### config.mk
export PLATFORM = sky130hd
export DESIGN_NAME = axis_nchan_adder
export DESIGN_NICKNAME = d
export VERILOG_FILES = /design/src/rtl/axis_nchan_adder.sv
export SDC_FILE = /design/constraint.sdc
export NUM_CORES = 2
export LEC_CHECK = 0
export ABC_AREA = 1
export CAP_MARGIN = 30
export CORE_MARGIN = 2
export CORE_UTILIZATION = 30
export DETAILED_ROUTE_END_ITERATION = 10
export HOLD_SLACK_MARGIN = 0.06
export SLEW_MARGIN = 20
export SYNTH_ARGS = -nofsm -noshare
export SYNTH_HDL_FRONTEND = slang
export SYNTH_SLANG_ARGS = --single-unit
### constraint.sdc
create_clock -name clock -period 6 [get_ports clock]
set_clock_uncertainty 0.15 [all_clocks]
set_input_delay 1.2 -clock clock [delete_from_list [all_inputs] [get_ports clock]]
set_output_delay 1.2 -clock clock [all_outputs]
set_load 0.02 [all_outputs]
### src/rtl/axis_nchan_adder.sv
// N-channel complex AXI-Stream lane-wise summer: joins NUM_CH real/imag streams,
// sums SAMPLES lanes per beat with a selectable output format, 2-stage pipeline.
module axis_nchan_adder #(
  parameter int NUM_CH       = 4,
  parameter int SAMPLE_WIDTH = 16,
  parameter int SAMPLES      = 8,
  parameter int DATA_WIDTH   = SAMPLE_WIDTH * SAMPLES,
  parameter int GUARD        = $clog2(NUM_CH)
) (
  input  logic                         clock,
  input  logic                         reset,
  input  logic [1:0]                   sum_mode,
  input  logic [NUM_CH-1:0]            ch_enable,
  input  logic [NUM_CH*DATA_WIDTH-1:0] s_axis_real_tdata,
  input  logic [NUM_CH*DATA_WIDTH-1:0] s_axis_imag_tdata,
  input  logic [NUM_CH-1:0]            s_axis_real_tvalid,
  input  logic [NUM_CH-1:0]            s_axis_imag_tvalid,
  input  logic [NUM_CH-1:0]            s_axis_real_tlast,
  input  logic [NUM_CH-1:0]            s_axis_imag_tlast,
  output logic [NUM_CH-1:0]            s_axis_real_tready,
  output logic [NUM_CH-1:0]            s_axis_imag_tready,
  output logic [DATA_WIDTH-1:0]        m_axis_real_tdata,
  output logic [DATA_WIDTH-1:0]        m_axis_imag_tdata,
  output logic [DATA_WIDTH/8-1:0]      m_axis_real_tkeep,
  output logic [DATA_WIDTH/8-1:0]      m_axis_imag_tkeep,
  output logic                         m_axis_real_tvalid,
  output logic                         m_axis_imag_tvalid,
  output logic                         m_axis_real_tlast,
  output logic                         m_axis_imag_tlast,
  input  logic                         m_axis_real_tready,
  input  logic                         m_axis_imag_tready,
  output logic                         tlast_err
);
  localparam int STAGES = 2;
  localparam int KEEP_W = DATA_WIDTH / 8;
  localparam int SUM_W  = SAMPLE_WIDTH + GUARD + 1;
  localparam logic signed [SUM_W-1:0] SAT_MAX = SUM_W'((2 ** (SAMPLE_WIDTH - 1)) - 1);
  localparam logic signed [SUM_W-1:0] SAT_MIN = ~SAT_MAX;
  localparam logic signed [SUM_W-1:0] RND     = SUM_W'(2 ** (GUARD - 1));

  typedef struct packed {
    logic [NUM_CH-1:0][DATA_WIDTH-1:0] re;
    logic [NUM_CH-1:0][DATA_WIDTH-1:0] im;
    logic [1:0]                        mode;
    logic                              last;
  } s1_t;

  typedef struct packed {
    logic [DATA_WIDTH-1:0] re;
    logic [DATA_WIDTH-1:0] im;
    logic                  last;
  } s2_t;

  // Sum one lane across channels and format it; scale rounds half toward +inf.
  function automatic logic [SAMPLE_WIDTH-1:0] lane_fmt(
    input logic [1:0]                          mode,
    input logic [NUM_CH-1:0][SAMPLE_WIDTH-1:0] terms
  );
    logic signed [SUM_W-1:0] sum;
    sum = '0;
    for (int k = 0; k < NUM_CH; k++)
      sum = sum + {{(SUM_W-SAMPLE_WIDTH){terms[k][SAMPLE_WIDTH-1]}}, terms[k]};
    case (mode)
      2'b00: lane_fmt = terms[0];
      2'b01: lane_fmt = sum[SAMPLE_WIDTH-1:0];
      2'b10: begin
        if (sum > SAT_MAX)      lane_fmt = SAT_MAX[SAMPLE_WIDTH-1:0];
        else if (sum < SAT_MIN) lane_fmt = SAT_MIN[SAMPLE_WIDTH-1:0];
        else                    lane_fmt = sum[SAMPLE_WIDTH-1:0];
      end
      default: lane_fmt = SAMPLE_WIDTH'((sum + RND) >>> GUARD);
    endcase
  endfunction

  logic [STAGES:1]     vld_pipe;
  logic [NUM_CH-1:0]   req;
  logic                accept, out_fire, p1_ready, p2_ready, mism;
  s1_t                 s1_d, s1_q;
  s2_t                 s2_d, s2_q;

  logic [SAMPLES-1:0][NUM_CH-1:0][SAMPLE_WIDTH-1:0] lane_re, lane_im;
  logic [SAMPLES-1:0][SAMPLE_WIDTH-1:0]             sum_re, sum_im;

  // Bypass only ever waits on channel 0.
  assign req      = (sum_mode == 2'b00) ? {{(NUM_CH-1){1'b0}}, 1'b1} : ch_enable;
  assign out_fire = vld_pipe[2] & m_axis_real_tready & m_axis_imag_tready;
  assign p2_ready = ~vld_pipe[2] | out_fire;
  assign p1_ready = ~vld_pipe[1] | p2_ready;
  assign accept   = (|req) & (&((s_axis_real_tvalid & s_axis_imag_tvalid) | ~req)) & p1_ready;

  assign s_axis_real_tready = {NUM_CH{accept}} & req;
  assign s_axis_imag_tready = {NUM_CH{accept}} & req;

  assign mism = (|((s_axis_real_tlast | s_axis_imag_tlast) & req)) &
                ~(&((s_axis_real_tlast & s_axis_imag_tlast) | ~req));

  always_comb begin
    s1_d      = '0;
    s1_d.mode = sum_mode;
    s1_d.last = |(s_axis_real_tlast & req);
    for (int k = 0; k < NUM_CH; k++) begin
      if (req[k]) begin
        s1_d.re[k] = s_axis_real_tdata[k*DATA_WIDTH +: DATA_WIDTH];
        s1_d.im[k] = s_axis_imag_tdata[k*DATA_WIDTH +: DATA_WIDTH];
      end
    end
  end

  always_comb begin
    lane_re = '0;
    lane_im = '0;
    for (int l = 0; l < SAMPLES; l++) begin
      for (int k = 0; k < NUM_CH; k++) begin
        lane_re[l][k] = s1_q.re[k][l*SAMPLE_WIDTH +: SAMPLE_WIDTH];
        lane_im[l][k] = s1_q.im[k][l*SAMPLE_WIDTH +: SAMPLE_WIDTH];
      end
    end
  end

  for (genvar l = 0; l < SAMPLES; l++) begin : g_lane
    assign sum_re[l] = lane_fmt(s1_q.mode, lane_re[l]);
    assign sum_im[l] = lane_fmt(s1_q.mode, lane_im[l]);
  end

  assign s2_d.re   = sum_re;
  assign s2_d.im   = sum_im;
  assign s2_d.last = s1_q.last;

  always_ff @(posedge clock) begin
    if (reset) begin
      vld_pipe  <= '0;
      s1_q      <= '0;
      s2_q      <= '0;
      tlast_err <= 1'b0;
    end else begin
      if (p1_ready) vld_pipe[1] <= accept;
      if (accept)   s1_q <= s1_d;
      if (accept & mism) tlast_err <= 1'b1;
      if (p2_ready) begin
        vld_pipe[2] <= vld_pipe[1];
        if (vld_pipe[1]) s2_q <= s2_d;
      end
    end
  end

  assign m_axis_real_tdata  = s2_q.re;
  assign m_axis_imag_tdata  = s2_q.im;
  assign m_axis_real_tlast  = s2_q.last;
  assign m_axis_imag_tlast  = s2_q.last;
  assign m_axis_real_tvalid = vld_pipe[2];
  assign m_axis_imag_tvalid = vld_pipe[2];
  assign m_axis_real_tkeep  = {KEEP_W{vld_pipe[2]}};
  assign m_axis_imag_tkeep  = {KEEP_W{vld_pipe[2]}};

endmodule
[Word level (Yosys, flattened, before mapping)]
Cells that the tools add are included.
Storage, ports and cells
  bits of input ports: 1050
  flip-flop bits (word level): 1287
Cells by class
  add/subtract/negate cells: 64
  mux-type cells: 57
  equality and inequality tests: 2
  bitwise gates (word level): 20
  reduce and logical (&&, ||, !) cells: 8
  order comparisons: 32
Operators with widths (count)
  128-bit two-way mux: 8
  16-bit one-hot mux with 3 select lines: 16
  16-bit two-way mux: 32
  18-bit by 16-bit adder with 19-bit output: 16
  19-bit by 16-bit greater-than comparator with 1-bit output (second input constant): 16
  19-bit by 16-bit less-than comparator with 1-bit output (second input constant): 16
  17-bit by 16-bit adder with 18-bit output: 16
  18-bit by 3-bit adder with 18-bit output (second input constant): 16
  16-bit by 16-bit adder with 17-bit output: 16
  4-bit AND: 5
  4-bit bitwise OR: 3
  4-bit OR reduction: 3
  4-bit AND reduction: 2
  1-bit AND: 6
  2-bit logical NOT: 2
  4-bit two-way mux: 1
  4-bit NOT: 1
  1-bit NOT: 3
  2-bit by 1-bit equality test with 1-bit output (second input constant): 1
  2-bit equality test (second input constant): 1
  1-bit bitwise OR: 2
  2-bit AND reduction: 1

[Depth between registers and ports, before layout]
  word-level depth: 8
  depth in mapped cells: 28
  mapped depth without buffers: 27

[Least setup slack after synthesis]
OpenSTA, ideal clock, no wires.
  path type: flip-flop to flip-flop
  start: register s1_q, in the netlist lane_im[193]
  end: register s2_q, in the netlist m_axis_imag_tdata[60]
  arrival time: 3879 ps
  buffers on the path: 1
  clock period less this slack: 4100 ps
  required time: 5779 ps
  setup slack: 1900 ps
  stages on the path, launching flop included: 27
  cell sequence: dfxtp_1 -> inv_1 -> fa_1 -> fa_1 -> inv_1 -> ha_1 -> inv_1 -> fa_1 -> inv_1 -> ha_1 -> inv_1 -> nor2_1 -> nand3_2 -> nor2_1 -> nand3_1 -> nor2_1 -> nand4_2 -> nor2_2 -> nand2_1 -> nand2_1 -> nand2_2 -> buf_6 -> nand2_1 -> nand2_1 -> nand2_1 -> nand2_1 -> a21oi_1
Between the ends
  longest elaborated chain between the ends: 7
  elaborated cells on any way between the ends: 9
  classes of those cells: 4 x add/sub; 2 x order compare; 3 x mux
Ends and longest elaborated chain
  start, declared: line 78  | s1_t s1_d, s1_q;
  start signal, assigned: line 132  | s1_q <= '0;
  start signal, assigned: line 137  | if (accept) s1_q <= s1_d;
  16-bit by 16-bit adder with 17-bit output *: line 62  | sum = sum + {{(SUM_W-SAMPLE_WIDTH){terms[k][SAMPLE_WIDTH-1]}}, terms[k]};
  17-bit by 16-bit adder with 18-bit output *: line 62
  18-bit by 16-bit adder with 19-bit output *: line 62
  19-bit by 16-bit less-than comparator with 1-bit output: line 68  | else if (sum < SAT_MIN) lane_fmt = SAT_MIN[SAMPLE_WIDTH-1:0];
  16-bit two-way mux: line 68
  16-bit two-way mux: line 67  | if (sum > SAT_MAX) lane_fmt = SAT_MAX[SAMPLE_WIDTH-1:0];
  16-bit one-hot mux with 3 select lines *: line 63  | case (mode)
  end signal, assigned: line 133  | s2_q <= '0;
  end signal, assigned: line 141  | if (vld_pipe[1]) s2_q <= s2_d;
  end, declared: line 79  | s2_t s2_d, s2_q;
Mark *: on every way between the ends. The rest lies on a longest branch, timed or not.
A chain may end at the register's enable or synchronous reset.

[Worst setup path after layout]
  start: input port ch_enable[0]
  end: output port s_axis_real_tready[1]
Between the ends
  longest elaborated chain between the ends: 7
  elaborated cells on any way between the ends: 8
  classes of those cells: 1 x mux; 5 x bitwise; 2 x reduce/logical
Ends and longest elaborated chain
  start, declared: line 13  | input logic [NUM_CH-1:0] ch_enable,
  4-bit two-way mux *: line 85  | assign req = (sum_mode == 2'b00) ? {{(NUM_CH-1){1'b0}}, 1'b1} : ch_enable;
  4-bit NOT: line 89  | assign accept = (|req) & (&((s_axis_real_tvalid & s_axis_imag_tvalid) | ~req)) & p1_ready;
  4-bit bitwise OR: line 89
  4-bit AND reduction: line 89
  1-bit AND * (2 in a row): line 89
  4-bit AND *: line 91  | assign s_axis_real_tready = {NUM_CH{accept}} & req;
  end, declared: line 20  | output logic [NUM_CH-1:0] s_axis_real_tready,
Marked as above.

==> out/results.md <==
• sum of net half-perimeters after detailed placement: 302600 um
• # rows: 202
• wire length after detailed routing: 391300 um
• predominant post-synthesis flop cell: sky130_fd_sc_hd__dfxtp_1
• routed via count: 91010
• post-cts hold buffer count: 0
• global-route met2 utilization: 40.35%
• minimum clock period: 5.551 ns
• slack of the worst reg-to-reg path: 1.07 ns
• final-layout setup total negative slack: 0 ns
• final-stage net count: 16840
• launching point of the worst reg2reg path: lane_re[1]$_SDFFE_PP0P_
• DRT Pass-1 Iters: 6
• Starting DRT DRC Count: 7433
• global-route wire length before repair: 569700 um
• number of instances in the synthesized netlist: 13960
• synthesized netlist net count: 15840
• initial antenna violation count: 52
• maximum level of the CTS H-tree: 4
• data required time of the worst path: 4.65 ns
• root buf cell: sky130_fd_sc_hd__clkbuf_16
• met1 track utilization from global routing: 30.64%
• number of global-route vias before repair: 87640
• Min-Delay Endpoint: tlast_err$_SDFFE_PP0P_
• remaining antenna violation count after routing: 0
• Setup crit start: ch_enable[0]
• RSZ-0062 raised after global routing: no
• number of violations of the max-capacitance limit: 0
• top cells by instance count after synthesis: sky130_fd_sc_hd__nand2_1, sky130_fd_sc_hd__inv_1, sky130_fd_sc_hd__a21oi_1
• R2R Path End: m_axis_real_tdata[3]$_SDFFE_PP0P_
• top-area cell type share of the netlist area: 28.14%
• remaining max-slew budget at the tightest pin: 21.93%
• Core Area: 0.3033 mm^2
• synthesized area per cell: 6.558 um^2
• Setup Buffers After CTS: 0
• total power density per cell area: 226.1 mW/mm^2
• largest net degree at the start of global routing: 186
• number of buffers added by the clock tree synthesis step: 165
• count of input and output buffers: 1350
• clock tree from TritonCTS: done
• worst min path class: reg2reg
• clock sink count: 1287
• Peak supply drop: 0.1823 mV
• routed wire length per instance: 20.49 um
• combined area of all synthesized cells: 0.09156 mm^2
• Cell variety after synth: 57
• Slew Limit Fails: 0
• upper clock frequency limit: 0.1802 GHz
• category of the worst setup path capture point: primary output
• CTS clock-pin slew for the worst setup and hold paths: 0.06 ns
• share of async-settable or async-resettable flops after synthesis: 0%
• area delta synth->final: 24.93%
• DRC violation count after routing: 0
• effective utilization at floorplan: 30.19%
• met3 GRT Util: 4.133%
• num ports: 1351
• number of failing setup endpoints in the final timing report: 0
• per-cell via count in the routed design: 4.765
• Clock Latency Late Sink: 0.85 ns
• busiest layer in global routing: met2
• global routing usage summed across all routing layers: 24.45%
• top-count cell post-synth: sky130_fd_sc_hd__nand2_1
• overall die area: 0.3096 mm^2
• Longest Clk Path Bufs: 4
• part of the Yosys area used for sequential elements: 28.14%
• leakage dissipation: 0.04817 uW
• Worst-Margin Slew: 1.171 ns
• Horiz. Die Dim: 556.4 um
• Hold Vio Cnt, Final: 0
• Final GP Congestion: 0.9636
• final clock period utilization by the worst path: 92.52%
• Post-synth EDFFs: 0
• hold path startpoint: tlast_err$_SDFFE_PP0P_
• critical path class: in2out
• Synth Warn #: 0
• top cells by area, synth: sky130_fd_sc_hd__dfxtp_1, sky130_fd_sc_hd__nand2_1, sky130_fd_sc_hd__fa_1
• cell type with the largest total area after synthesis: sky130_fd_sc_hd__dfxtp_1
• final core utilization: 37.71%
• Die Span Y: 556.4 um
• data arrival time at the worst-slack endpoint: 4.20 ns
• run status: complete, no violations
• kind of launch point of the worst setup path: input pin
• post_cts resized: 0
• total congestion overflow after global routing: 0
• register bit count reported by yosys: 1287
• instance count along the most critical hold path: 2
• fraction of final layout cells sized beyond drive strength 1: 3.804%
• number of cells traversed by the worst register-to-register path: 23
• highest fanout seen on the critical path: 6
[kinds of logic after synthesis]
kind of cell	Yosys count	synth area share, %
adders and majority gates	832	15.70
xor gates and xnor gates	221	2.479
buffers and inverters	3114	13.19
DFF	1287	28.14
AOI/OAI and AO/OA	2102	12.07
and+or+nand+nor	6404	28.42
[metal layers]
layer | wire length (um) | vias to the layer above
met3 | 27500 | 608
met2 | 179200 | 3135
met4 | 21860 | 32
met1 | 162500 | 42420
met5 | 216 | -
li1 | - | 44810
[metrics by stage]
| step | hold WS [ns] | setup WS (ns) | std cells | power (uW) | cell area (um^2) |
|---|---|---|---|---|---|
| after floorplan | 0.2945 | 1.900 | 13960 | 12930 | 91560 |
| after global placement | 0.2933 | 0.3122 | 18770 | 15440 | 108700 |
| after detailed placement | 0.3040 | 0.3389 | 18770 | 15460 | 108700 |
| after CTS | 0.3127 | 0.3205 | 19070 | 26080 | 114300 |
| after global routing | 0.3241 | 0.3021 | 19080 | 27050 | 114300 |
| final | 0.3088 | 0.4491 | 19100 | 25860 | 114400 |
[worst max path at each step]
stage,end,slack (ns),depth (start not counted)
2_1_floorplan,m_axis_imag_tdata[60]$_SDFFE_PP0P_,1.90,26
3_3_place_gp,s_axis_real_tready[1],0.31,8
3_5_place_dp,s_axis_real_tready[1],0.34,8
4_1_cts,s_axis_real_tready[1],0.32,8
5_1_grt,s_axis_real_tready[1],0.30,8
6_report,s_axis_real_tready[1],0.45,8
[registers in the layout (all words and copies together), names as in the netlist]
signal             count
lane_re              512
tlast_err              1
m_axis_real_tdata    128
s1_q                   3
lane_im              512
vld_pipe               2
m_axis_imag_tdata    128
m_axis_imag_tlast      1
[cell usage in the layout (no fill, tap or decap), types with 146 or more instances in the layout]
cell type and instances:
sky130_fd_sc_hd__nand2_1 4748, sky130_fd_sc_hd__inv_1 2485, sky130_fd_sc_hd__a21oi_1 1482, sky130_fd_sc_hd__clkdlybuf4s50_1 1349, sky130_fd_sc_hd__dfxtp_1 1284, sky130_fd_sc_hd__nor2_1 788, sky130_fd_sc_hd__fa_1 528, sky130_fd_sc_hd__nand3_1 357
sky130_fd_sc_hd__o21ai_0 322, sky130_fd_sc_hd__ha_1 304, sky130_fd_sc_hd__clkbuf_16 170, sky130_fd_sc_hd__nand4_1 168, sky130_fd_sc_hd__xor2_1 146
[layout make-up]
cell class              count  area (um^2)
multi-input cells        9559        53790
clock inverters            66        868.3
repair buffers           1447        14710
flip-flops and latches   1287        25770
fillers                 32480       188900
well taps                3978         4977
clock buffers             234         4775
diodes                     30        75.07
inverters                2498         9414
[where the power goes]
group	switching, uW	internal (uW)	total, uW	leakage [uW]
clock network	4270	6270	10500	0.00275
logic	3970	2220	6190	0.0350
registers	265	8860	9130	0.0104
[worst max-delay path: stages]
cell and delay [ns]:
sky130_fd_sc_hd__clkdlybuf4s50_1 0.55, sky130_fd_sc_hd__nor2_1 0.43, sky130_fd_sc_hd__a21oi_1 0.09, sky130_fd_sc_hd__nor3b_1 0.36, sky130_fd_sc_hd__nand2_4 0.19, sky130_fd_sc_hd__nor2_4 0.43, sky130_fd_sc_hd__buf_4 0.28, sky130_fd_sc_hd__clkdlybuf4s50_1 0.63
No activity file was read; power rests on OpenSTA's default activity.
